===== config.mk =====
export PLATFORM = sky130hd
export DESIGN_NAME = axi_read_scheduler_flat
export DESIGN_NICKNAME = d
export VERILOG_FILES = /design/src/rtl/axi_read_scheduler_if.sv /design/src/rtl/axi_read_scheduler.sv /design/src/flat_wrapper.sv
export SDC_FILE = /design/constraint.sdc
export NUM_CORES = 1
export LEC_CHECK = 0
export CAP_MARGIN = 20
export CORE_MARGIN = 8
export CORE_UTILIZATION = 35
export DETAILED_ROUTE_END_ITERATION = 10
export GPL_TIMING_DRIVEN = 0
export PLACE_DENSITY = 0.71
export SYNTH_ARGS = -nofsm -noshare
export SYNTH_HDL_FRONTEND = slang
export SYNTH_SLANG_ARGS = --single-unit

===== constraint.sdc =====
create_clock -name clk -period 5.5 [get_ports clk]
set_clock_uncertainty 0.15 [all_clocks]
set_input_delay 1.1 -clock clk [delete_from_list [all_inputs] [get_ports clk]]
set_output_delay 1.1 -clock clk [all_outputs]
set_load 0.02 [all_outputs]

===== src/rtl/axi_read_scheduler_if.sv =====
// Per-master cache read ports plus the shared AXI read address/data channel.
// The scheduler connects through 'master'; the memory and cache side use 'slave'.
interface axi_read_scheduler_if #(
    parameter int MASTERS    = 9,
    parameter int ADDR_WIDTH = 26,
    parameter int DATA_WIDTH = 32
);
    logic [MASTERS-1:0]            m_arvalid;
    logic [MASTERS*ADDR_WIDTH-1:0] m_araddr;
    logic [MASTERS*4-1:0]          m_arlen;
    logic [MASTERS-1:0]            m_arready;
    logic [MASTERS-1:0]            m_rvalid;
    logic [MASTERS-1:0]            m_rlast;
    logic [DATA_WIDTH-1:0]         m_rdata;
    logic [MASTERS-1:0]            m_rready;

    logic                          ARVALID;
    logic [3:0]                    ARID;
    logic [3:0]                    ARLEN;
    logic [ADDR_WIDTH-1:0]         ARADDR;
    logic                          ARREADY;
    logic                          RVALID;
    logic                          RLAST;
    logic [3:0]                    RID;
    logic [DATA_WIDTH-1:0]         RDATA;
    logic                          RREADY;

    modport master (
        input  m_arvalid, m_araddr, m_arlen, m_rready,
               ARREADY, RVALID, RLAST, RID, RDATA,
        output m_arready, m_rvalid, m_rlast, m_rdata,
               ARVALID, ARID, ARLEN, ARADDR, RREADY
    );

    modport slave (
        output m_arvalid, m_araddr, m_arlen, m_rready,
               ARREADY, RVALID, RLAST, RID, RDATA,
        input  m_arready, m_rvalid, m_rlast, m_rdata,
               ARVALID, ARID, ARLEN, ARADDR, RREADY
    );
endinterface


===== src/rtl/axi_read_scheduler.sv =====
// Round-robin scheduler sharing one AXI read channel among cache read requesters.
// One burst is in flight at a time; returned beats are steered to the granted master.
module axi_read_scheduler #(
    parameter int MASTERS    = 9,
    parameter int ADDR_WIDTH = 26,
    parameter int DATA_WIDTH = 32
) (
    input  logic                  clk,
    input  logic                  rst,
    axi_read_scheduler_if.master  bus,
    output logic                  busy,
    output logic                  protocol_err
);
    typedef enum logic [1:0] {IDLE, ADDR, DATA} state_t;

    state_t                state, state_next;
    logic [3:0]            grant;
    logic [3:0]            last_grant;
    logic [ADDR_WIDTH-1:0] req_addr;
    logic [3:0]            req_len;
    logic [3:0]            beat_cnt;

    logic [4:0]            cand;
    logic [3:0]            pick;
    logic                  pick_found;
    logic                  rid_ok;
    logic                  rready;
    logic                  beat_acc;

    // Search starts just above the previous winner so every requester gets a turn.
    always_comb begin
        cand       = '0;
        pick       = '0;
        pick_found = 1'b0;
        for (int k = 1; k <= MASTERS; k++) begin
            cand = 5'(last_grant) + 5'(k);
            if (cand >= 5'(MASTERS)) cand = cand - 5'(MASTERS);
            if (!pick_found && bus.m_arvalid[cand[3:0]]) begin
                pick       = cand[3:0];
                pick_found = 1'b1;
            end
        end
    end

    always_ff @(posedge clk) begin
        // NOTE: registered state uses non-blocking assignments so every flop
        // samples the pre-edge values, independent of statement order.
        if (rst) state <= IDLE;
        else     state <= state_next;
    end

    always_comb begin
        // NOTE: every output gets a default before the case so no path can
        // leave a signal unassigned and infer a latch.
        state_next    = state;
        bus.ARVALID   = 1'b0;
        bus.ARID      = '0;
        bus.ARLEN     = '0;
        bus.ARADDR    = '0;
        bus.m_arready = '0;
        bus.m_rvalid  = '0;
        bus.m_rlast   = '0;
        bus.m_rdata   = '0;
        rid_ok        = (bus.RID == grant);
        rready        = 1'b0;
        beat_acc      = 1'b0;
        case (state)
            IDLE: if (pick_found) state_next = ADDR;
            ADDR: begin
                bus.ARVALID = 1'b1;
                bus.ARID    = grant;
                bus.ARLEN   = req_len;
                bus.ARADDR  = req_addr;
                if (bus.ARREADY) begin
                    bus.m_arready[grant] = 1'b1;
                    state_next           = DATA;
                end
            end
            DATA: begin
                // Beats tagged for another ID are drained so the channel cannot lock up.
                rready              = rid_ok ? bus.m_rready[grant] : 1'b1;
                bus.m_rvalid[grant] = bus.RVALID && rid_ok;
                bus.m_rlast[grant]  = bus.RLAST && rid_ok;
                bus.m_rdata         = bus.RDATA;
                beat_acc            = bus.RVALID && rready;
                if (beat_acc && bus.RLAST) state_next = IDLE;
            end
            default: state_next = IDLE;
        endcase
        bus.RREADY = rready;
    end

    always_ff @(posedge clk) begin
        if (rst) begin
            grant        <= '0;
            last_grant   <= 4'(MASTERS - 1);
            req_addr     <= '0;
            req_len      <= '0;
            beat_cnt     <= '0;
            protocol_err <= 1'b0;
        end else begin
            case (state)
                IDLE: if (pick_found) begin
                    grant    <= pick;
                    req_addr <= bus.m_araddr[int'(pick)*ADDR_WIDTH +: ADDR_WIDTH];
                    req_len  <= bus.m_arlen[int'(pick)*4 +: 4];
                end
                ADDR: if (bus.ARREADY) beat_cnt <= '0;
                DATA: if (beat_acc) begin
                    if (!rid_ok) protocol_err <= 1'b1;
                    if (bus.RLAST) begin
                        if (beat_cnt != req_len) protocol_err <= 1'b1;
                        last_grant <= grant;
                    end else if (beat_cnt == req_len) begin
                        protocol_err <= 1'b1;
                    end
                    // Saturate at the burst length rather than wrapping on overrun.
                    if (beat_cnt != req_len) beat_cnt <= beat_cnt + 4'd1;
                end
                default: ;
            endcase
        end
    end

    assign busy = (state != IDLE);
endmodule


===== src/flat_wrapper.sv =====
// flat-port wrapper written by rule: the top's interface ports become plain ports
module axi_read_scheduler_flat 
#(
    parameter int MASTERS    = 9,
    parameter int ADDR_WIDTH = 26,
    parameter int DATA_WIDTH = 32
)
  (clk, rst, busy, protocol_err, bus_m_arvalid, bus_m_araddr, bus_m_arlen, bus_m_rready, bus_ARREADY, bus_RVALID, bus_RLAST, bus_RID, bus_RDATA, bus_m_arready, bus_m_rvalid, bus_m_rlast, bus_m_rdata, bus_ARVALID, bus_ARID, bus_ARLEN, bus_ARADDR, bus_RREADY);
  axi_read_scheduler_if #(.MASTERS(MASTERS), .ADDR_WIDTH(ADDR_WIDTH), .DATA_WIDTH(DATA_WIDTH)) bus_i ();
  input  logic clk;
  input  logic rst;
  output logic busy;
  output logic protocol_err;
  input wire logic [$bits(bus_i.m_arvalid)-1:0] bus_m_arvalid;
  input wire logic [$bits(bus_i.m_araddr)-1:0] bus_m_araddr;
  input wire logic [$bits(bus_i.m_arlen)-1:0] bus_m_arlen;
  input wire logic [$bits(bus_i.m_rready)-1:0] bus_m_rready;
  input wire logic [$bits(bus_i.ARREADY)-1:0] bus_ARREADY;
  input wire logic [$bits(bus_i.RVALID)-1:0] bus_RVALID;
  input wire logic [$bits(bus_i.RLAST)-1:0] bus_RLAST;
  input wire logic [$bits(bus_i.RID)-1:0] bus_RID;
  input wire logic [$bits(bus_i.RDATA)-1:0] bus_RDATA;
  output wire logic [$bits(bus_i.m_arready)-1:0] bus_m_arready;
  output wire logic [$bits(bus_i.m_rvalid)-1:0] bus_m_rvalid;
  output wire logic [$bits(bus_i.m_rlast)-1:0] bus_m_rlast;
  output wire logic [$bits(bus_i.m_rdata)-1:0] bus_m_rdata;
  output wire logic [$bits(bus_i.ARVALID)-1:0] bus_ARVALID;
  output wire logic [$bits(bus_i.ARID)-1:0] bus_ARID;
  output wire logic [$bits(bus_i.ARLEN)-1:0] bus_ARLEN;
  output wire logic [$bits(bus_i.ARADDR)-1:0] bus_ARADDR;
  output wire logic [$bits(bus_i.RREADY)-1:0] bus_RREADY;
  assign bus_i.m_arvalid = bus_m_arvalid;
  assign bus_i.m_araddr = bus_m_araddr;
  assign bus_i.m_arlen = bus_m_arlen;
  assign bus_i.m_rready = bus_m_rready;
  assign bus_i.ARREADY = bus_ARREADY;
  assign bus_i.RVALID = bus_RVALID;
  assign bus_i.RLAST = bus_RLAST;
  assign bus_i.RID = bus_RID;
  assign bus_i.RDATA = bus_RDATA;
  assign bus_m_arready = bus_i.m_arready;
  assign bus_m_rvalid = bus_i.m_rvalid;
  assign bus_m_rlast = bus_i.m_rlast;
  assign bus_m_rdata = bus_i.m_rdata;
  assign bus_ARVALID = bus_i.ARVALID;
  assign bus_ARID = bus_i.ARID;
  assign bus_ARLEN = bus_i.ARLEN;
  assign bus_ARADDR = bus_i.ARADDR;
  assign bus_RREADY = bus_i.RREADY;
  axi_read_scheduler #(.MASTERS(MASTERS), .ADDR_WIDTH(ADDR_WIDTH), .DATA_WIDTH(DATA_WIDTH)) u_core (.clk(clk), .rst(rst), .bus(bus_i), .busy(busy), .protocol_err(protocol_err));
endmodule

Yosys cells after proc, flatten, opt, wreduce, memory -nomap -nowiden:

Index checks and enable logic that the tools add are counted.

* $add $sub $neg: 19
* multiply operators: 1
* order comparisons: 20
* equality and inequality tests: 10
* shift operators: 2
* multiplexer cells: 73
* bitwise gates (word level): 2
* reduce and logical (&&, ||, !) cells: 29

Operators with widths (number)
* variable part select 234 x 32 -> 26 bit: 1
* two-way mux 4 bit: 23
* less-than comparator 4 x 5 -> 1 bit (second input constant): 10
* greater-or-equal comparator 5 x 4 -> 1 bit (second input constant): 9
* binary-select mux 1 bit (select 4 bit): 10
* two-way mux 9 bit: 4
* variable part select 36 x 7 -> 4 bit: 1
* subtractor 4 bit (second input constant): 9
* two-way mux 32 bit: 1
* two-way mux 1 bit: 28
* two-way mux 26 bit: 1
* adder 4 x 3 -> 5 bit (second input constant): 4
* AND 9 bit: 2
* logical AND 1 bit: 13
* adder 4 x 2 -> 5 bit (second input constant): 2
* adder 4 x 4 -> 5 bit (second input constant): 2
* == test 4 bit: 2
* zero test 1 bit: 8
* multiplier 4 x 4 -> 8 bit (second input constant): 1
* != test 2 x 1 -> 1 bit (second input constant): 4
* one-hot mux 4 bit (2 select lines): 1
* two-way mux 2 bit: 3
* one-hot mux 2 bit (3 select lines): 1
* AND reduction 3 bit: 2
* 12 further kinds: 14

* flip-flop bits (word level): 45
* input port bits: 329
* output and inout port bits: 97
* word-level logic and storage cells: 163

Depth between registers and ports, before layout:

* word-level depth: 32
* gate-level depth with buffers: 23
* mapped depth without buffers: 16

Worst setup path after synthesis:

OpenSTA, ideal clock, no wires.

* path kind: register to register
* start: reg u_core.last_grant[0]
* end: reg u_core.req_addr[11]
* setup time: 0.116 ns
* arrival: 4.626 ns
* data required time: 5.234 ns
* setup slack: 0.608 ns
* stages on the path, launching flop included: 22
* buffers on the path: 6
* clock period less this slack: 4.892 ns
* cells stage by stage: dfxtp_1 -> buf_4 -> inv_1 -> clkbuf_1 -> clkbuf_1 -> ha_1 -> clkbuf_1 -> nand2b_1 -> o22ai_1 -> o2bb2ai_1 -> o31ai_1 -> a2111oi_1 -> nor3_4 -> and4b_1 -> buf_4 -> a221o_1 -> o211ai_1 -> a32oi_1 -> and2b_1 -> buf_2 -> a22oi_1 -> a31o_1

* word-level cells in the longest chain between the ends: 32
* elaborated cells on any way between the ends: 91
* classes of those cells: add/sub (18); mul (1); order compare (9); shift (1); mux (45); reduce/logical (17)

RTL lines
* start: declaration: line axi_read_scheduler.sv:18 `logic [3:0] last_grant;`
* start signal: assignment: line axi_read_scheduler.sv:96 `last_grant <= 4'(MASTERS - 1);`
* start signal: assignment: line axi_read_scheduler.sv:113 `last_grant <= grant;`
* adder 4 x 1 -> 5 bit: line axi_read_scheduler.sv:36 `cand = 5'(last_grant) + 5'(k);`
* subtractor 4 bit or greater-or-equal comparator 5 x 4 -> 1 bit (tied branches): line axi_read_scheduler.sv:37 `if (cand >= 5'(MASTERS)) cand = cand - 5'(MASTERS);`
* two-way mux 4 bit: line axi_read_scheduler.sv:37
* binary-select mux 1 bit (select 4 bit): line axi_read_scheduler.sv:38 `if (!pick_found && bus.m_arvalid[cand[3:0]]) begin`
* two-way mux 1 bit (not written as such): line axi_read_scheduler.sv:38
* two-way mux 1 bit: line axi_read_scheduler.sv:38
* zero test 1 bit: line axi_read_scheduler.sv:38
* logical AND 1 bit: line axi_read_scheduler.sv:38
* [16 not listed]
* zero test 1 bit: line axi_read_scheduler.sv:38
* logical AND 1 bit: line axi_read_scheduler.sv:38
* two-way mux 1 bit: line axi_read_scheduler.sv:38
* zero test 1 bit: line axi_read_scheduler.sv:38
* logical AND 1 bit: line axi_read_scheduler.sv:38
* two-way mux 4 bit: line axi_read_scheduler.sv:38
* multiplier 4 x 4 -> 8 bit: line axi_read_scheduler.sv:105 `req_addr <= bus.m_araddr[int'(pick)*ADDR_WIDTH +: ADDR_WIDTH];`
* variable part select 234 x 32 -> 26 bit: line axi_read_scheduler.sv:105
* end signal: assignment: line axi_read_scheduler.sv:105
* end: declaration: line axi_read_scheduler.sv:19 `logic [ADDR_WIDTH-1:0] req_addr;`

Parallel ways exist; a longest one is shown, timed or not. The select of a mux whose other input is x is not followed.
A chain may end at the register's enable or synchronous reset.

Final worst setup path:

* start: reg u_core.last_grant[0]
* end: reg u_core.req_addr[16]

Same word-level chain as after synthesis.

==> metrics.log <==
INFO  metric io_pins = 426
INFO  metric fmax = 181 MHz
INFO  metric overall_die_area = 29,500 sq um
INFO  metric grt.total_usage = approximately a third
INFO  metric filler_cell_count = 2,332
INFO  metric antenna_left = 0
INFO  metric avgSynthCellArea = 7.40 sq um
INFO  metric die_height = ~170 microns
INFO  metric synthTopCellsByArea = mux2i_1 17%, dfxtp_1 11%, a22oi_1 5.6%, and2_1 5.6%, a21oi_1 4.6%
INFO  metric list_of_most_frequent_post_synthesis_cells = 146 x mux2i_1, 86 x nand2_1, 79 x a21oi_1
INFO  metric avgRoutedWirePerCell = 27.9 microns
INFO  metric grt_pass1_wl = 74.8 mm
INFO  metric ctsHtreeMaxLevel = 2
INFO  metric crit_fanout = 13
INFO  metric synth_compound_area_share = 31.0%
INFO  metric syn-num-nets = around 1,500
INFO  metric cp.arrival = 5580 ps
INFO  metric grt_antenna_before_repair = 0
INFO  metric synth_area_leader_cell = mux2i_1
INFO  metric synth_simple_gate_area_share = around a quarter
INFO  metric critical_path_endpoint_category = register
INFO  metric ys_seq_elements = 45
INFO  metric synth-edff-count = 0
INFO  metric worst_r2r_startpoint = u_core.last_grant[0]$_SDFFE_PP0P_
INFO  metric power_leakage = around 5.4 nW
INFO  metric detail_route.iter0.violations = 1,306
INFO  metric clkSlewWorstSetupHoldPaths = 70 ps
INFO  metric ff2ff_setup_slack = -40 ps
INFO  metric crit_type = register to register
INFO  metric insertion_delay = around 300 ps
INFO  metric maxCapViolations = 0
INFO  metric via_per_inst = 6.10
INFO  metric startpoint_type = register
INFO  metric synthesis.instances = approximately 1,200
INFO  metric synth_top_family_by_area = compound AO/OA/AOI/OAI gates
INFO  metric final_core_occ = 57.9%
INFO  metric report.final.setup_viol = 1
INFO  metric fin_setup_tns = -36.2 ps
INFO  metric first_global_vias = approximately 11,000
INFO  metric setup.worst_path.end = u_core.req_addr[16]$_SDFFE_PP0P_
INFO  metric vias = between 10,000 and 15,000
INFO  metric cpMaxStageDelayCell = mux2i_2
INFO  metric synthesis.yosys.warnings = 0
INFO  metric place_congestion = 1.01
INFO  metric synth_area = 8510 sq um
INFO  metric critical_path.reg2reg.endpoint = u_core.req_addr[16]$_SDFFE_PP0P_
INFO  metric yosys.area_share.adder = under 10%
INFO  metric maximum_number_of_pins_on_one_net_before_global_route_repair = 17
INFO  metric hold_buffers = 0
INFO  metric fp.dieW = 172 microns
INFO  metric floorplan.core_area = 24,100 sq um
INFO  metric detail_route.drc_violations = 0
INFO  metric cts_root_buffer = clkbuf_16
INFO  metric dominantRegCellSynth = dfxtp_1
INFO  metric tightestPinTransition = 864 ps
INFO  metric final-seq-area = 907 sq um
INFO  metric cp_common_cell = buf_4
INFO  metric run_status = finished with violations
INFO  metric multiInputGateArea = 7410 sq um
INFO  metric synth_cell_types = 98
INFO  metric standard_cell_row_count = 57
INFO  metric post_synthesis_mux_area_share = 19.4%
INFO  metric cts_made_buffers = 5
INFO  metric layout_worst_path_cycle_share = 101%
INFO  metric total_grt_overflow = 0
INFO  metric slew_headroom = 41.8%
INFO  metric failed_checks = negative setup slack
INFO  metric initial_utilization = 35.3%
INFO  metric ir_drop = 0.000127 V
INFO  metric buffer_ports.inserted = about 420
INFO  metric route.final.wire_length = about 54 mm
INFO  metric clockBufferDepth = 2
INFO  metric ff2ff_path_depth = 23
INFO  metric postLayoutSetupSlackWorst = -36.2 ps
INFO  metric synth_top_area_share = 17.2%
INFO  metric detailed_place_hpwl = 43.7 mm
INFO  metric post-route-min-period = 5540 ps
INFO  metric tritoncts = yes
INFO  metric synth_sequential_area_ratio = about a tenth
INFO  metric yosys.area_share.xor_xnor = between 3 and 4%
INFO  metric drt_pass1_iterations = 6
INFO  metric ys_async_sr_fraction = 0%
INFO  metric hp-class = register to register
INFO  metric area_delta_synth_final = 64.0%
INFO  metric timing.critical_path.from = u_core.last_grant[0]$_SDFFE_PP0P_
INFO  metric post_route_cells_drive_above_1_share = approximately an eighth
INFO  metric yosys.cell_count.top_type = mux2i_1
INFO  metric design.final.nets = 1,946
INFO  metric required_worst_endpoint = 5540 ps
INFO  metric timing.critical_path.cells = buf_6, clkinvlp_4, clkbuf_8, buf_4, ha_4, buf_4, clkinvlp_4, buf_4, a21oi_1, o211ai_1, nor3b_2, o41ai_4, or2_1, clkbuf_4, a21oi_1, a221oi_2, o21ai_1, o21ai_2, buf_4, buf_4, mux2i_2, a22oi_1, a31o_1
INFO  metric cts.sink_count = 45
INFO  metric critical_path_max_stage_delay = 460 ps
INFO  metric timing_max_transition_violations_final = 0
INFO  metric power.density = approximately 130 nW/um^2
INFO  metric report.final.hold_viol_count = 0
what timing repair did:
item                       in CTS  in global routing
setup endpoints to repair      35                 34
setup buffers                   8                 11
cloned                          0                  1
pin swaps                       5                  5
gates resized for setup        71                 56
worst min-delay path by stage:
stage / slack [ps] / cells past startpoint / startpoint / to
2_1_floorplan: 320 / 2 / u_core.beat_cnt[1]$_SDFFE_PP0P_ / u_core.beat_cnt[1]$_SDFFE_PP0P_
3_3_place_gp: 350 / 2 / u_core.beat_cnt[1]$_SDFFE_PP0P_ / u_core.beat_cnt[1]$_SDFFE_PP0P_
3_5_place_dp: 350 / 2 / u_core.beat_cnt[1]$_SDFFE_PP0P_ / u_core.beat_cnt[1]$_SDFFE_PP0P_
4_1_cts: 360 / 2 / u_core.beat_cnt[1]$_SDFFE_PP0P_ / u_core.beat_cnt[1]$_SDFFE_PP0P_
5_1_grt: 390 / 2 / u_core.beat_cnt[1]$_SDFFE_PP0P_ / u_core.beat_cnt[1]$_SDFFE_PP0P_
6_report: 360 / 2 / u_core.beat_cnt[1]$_SDFFE_PP0P_ / u_core.beat_cnt[1]$_SDFFE_PP0P_
report_power, final:
group	switching, mW	internal, mW	total [mW]
Combinational	0.585	0.565	1.15
Clock	0.152	0.171	0.324
Sequential	0.0268	0.371	0.398
Total	0.764	1.11	1.87
critical path, delay by kind of cell (launching register included):
family | cells | cell delay (ps)
mux | 1 | 460
flops | 1 | 420
compound gates | 9 | 1770
simple gates | 2 | 350
fa+ha+maj | 1 | 340
buf+inv | 10 | 1910
metal layers:
metal | GRT usage (%) | vias to the layer above | wire length [microns]
li1 | - | 5219 | -
met1 | 43.5 | 5572 | 20900
met2 | 54.4 | 801 | 24700
met3 | 8.26 | 130 | 5980
met4 | 12.5 | 0 | 2120
met5 | 0 | - | 0
logic make-up after synthesis:
| family | after synthesis |
|---|---|
| mux | 157 |
| fa+ha+maj | 21 |
| flops | 45 |
| compound gates | 363 |
| simple gates | 412 |
| xor+xnor | 27 |
| buf+inv | 125 |
registers in the layout, indices dropped and copies added, names as in the netlist:
| register | count |
|---|---|
| u_core.req_len | 4 |
| u_core.beat_cnt | 4 |
| u_core.protocol_err | 1 |
| u_core.last_grant | 4 |
| u_core.req_addr | 26 |
| u_core.state | 2 |
| u_core.grant | 4 |
layout by cell type (no fill, tap or decap), drive strengths merged, types with 10 or more instances in the layout:
master	count
a2111oi	11
a211oi	12
a21o	11
a21oi	83
a22oi	64
a31o	33
and2	77
buf	81
clkbuf	42
clkdlybuf4s50	423
dfxtp	45
ha	21
inv	20
mux2i	146
nand2	87
nand2b	19
nand3	58
nand4	10
nor2	75
nor2b	13
nor3	25
o211ai	12
o21ai	41
xnor2	16
xor2	11
cell type report:
cell class                 instances  share of cell area, %
multi-input combinational        980                   53.1
timing repair buffer             443                   31.4
sequential                        45                   6.50
buffer                            98                   4.24
tap                              324                   2.91
clock buffer                       5                  0.897
inverter                          23                  0.727
clock inverter                     3                  0.179
antenna                            1                 0.0179
per-stage QoR:
stage               instance area, sq um  power [mW]  hold WS (ps)  worst slack, ps  instances
floorplan                           8510       0.947           322              608       1150
global placement                   13100        1.47           348            -1940       1897
detailed placement                 13100        1.47           352            -1890       1897
CTS                                13600        1.82           362             26.6       1912
global route                       13900        1.94           394            -37.5       1921
finish                             13900        1.87           364            -36.2       1922
(Power assumes the default switching activity.)
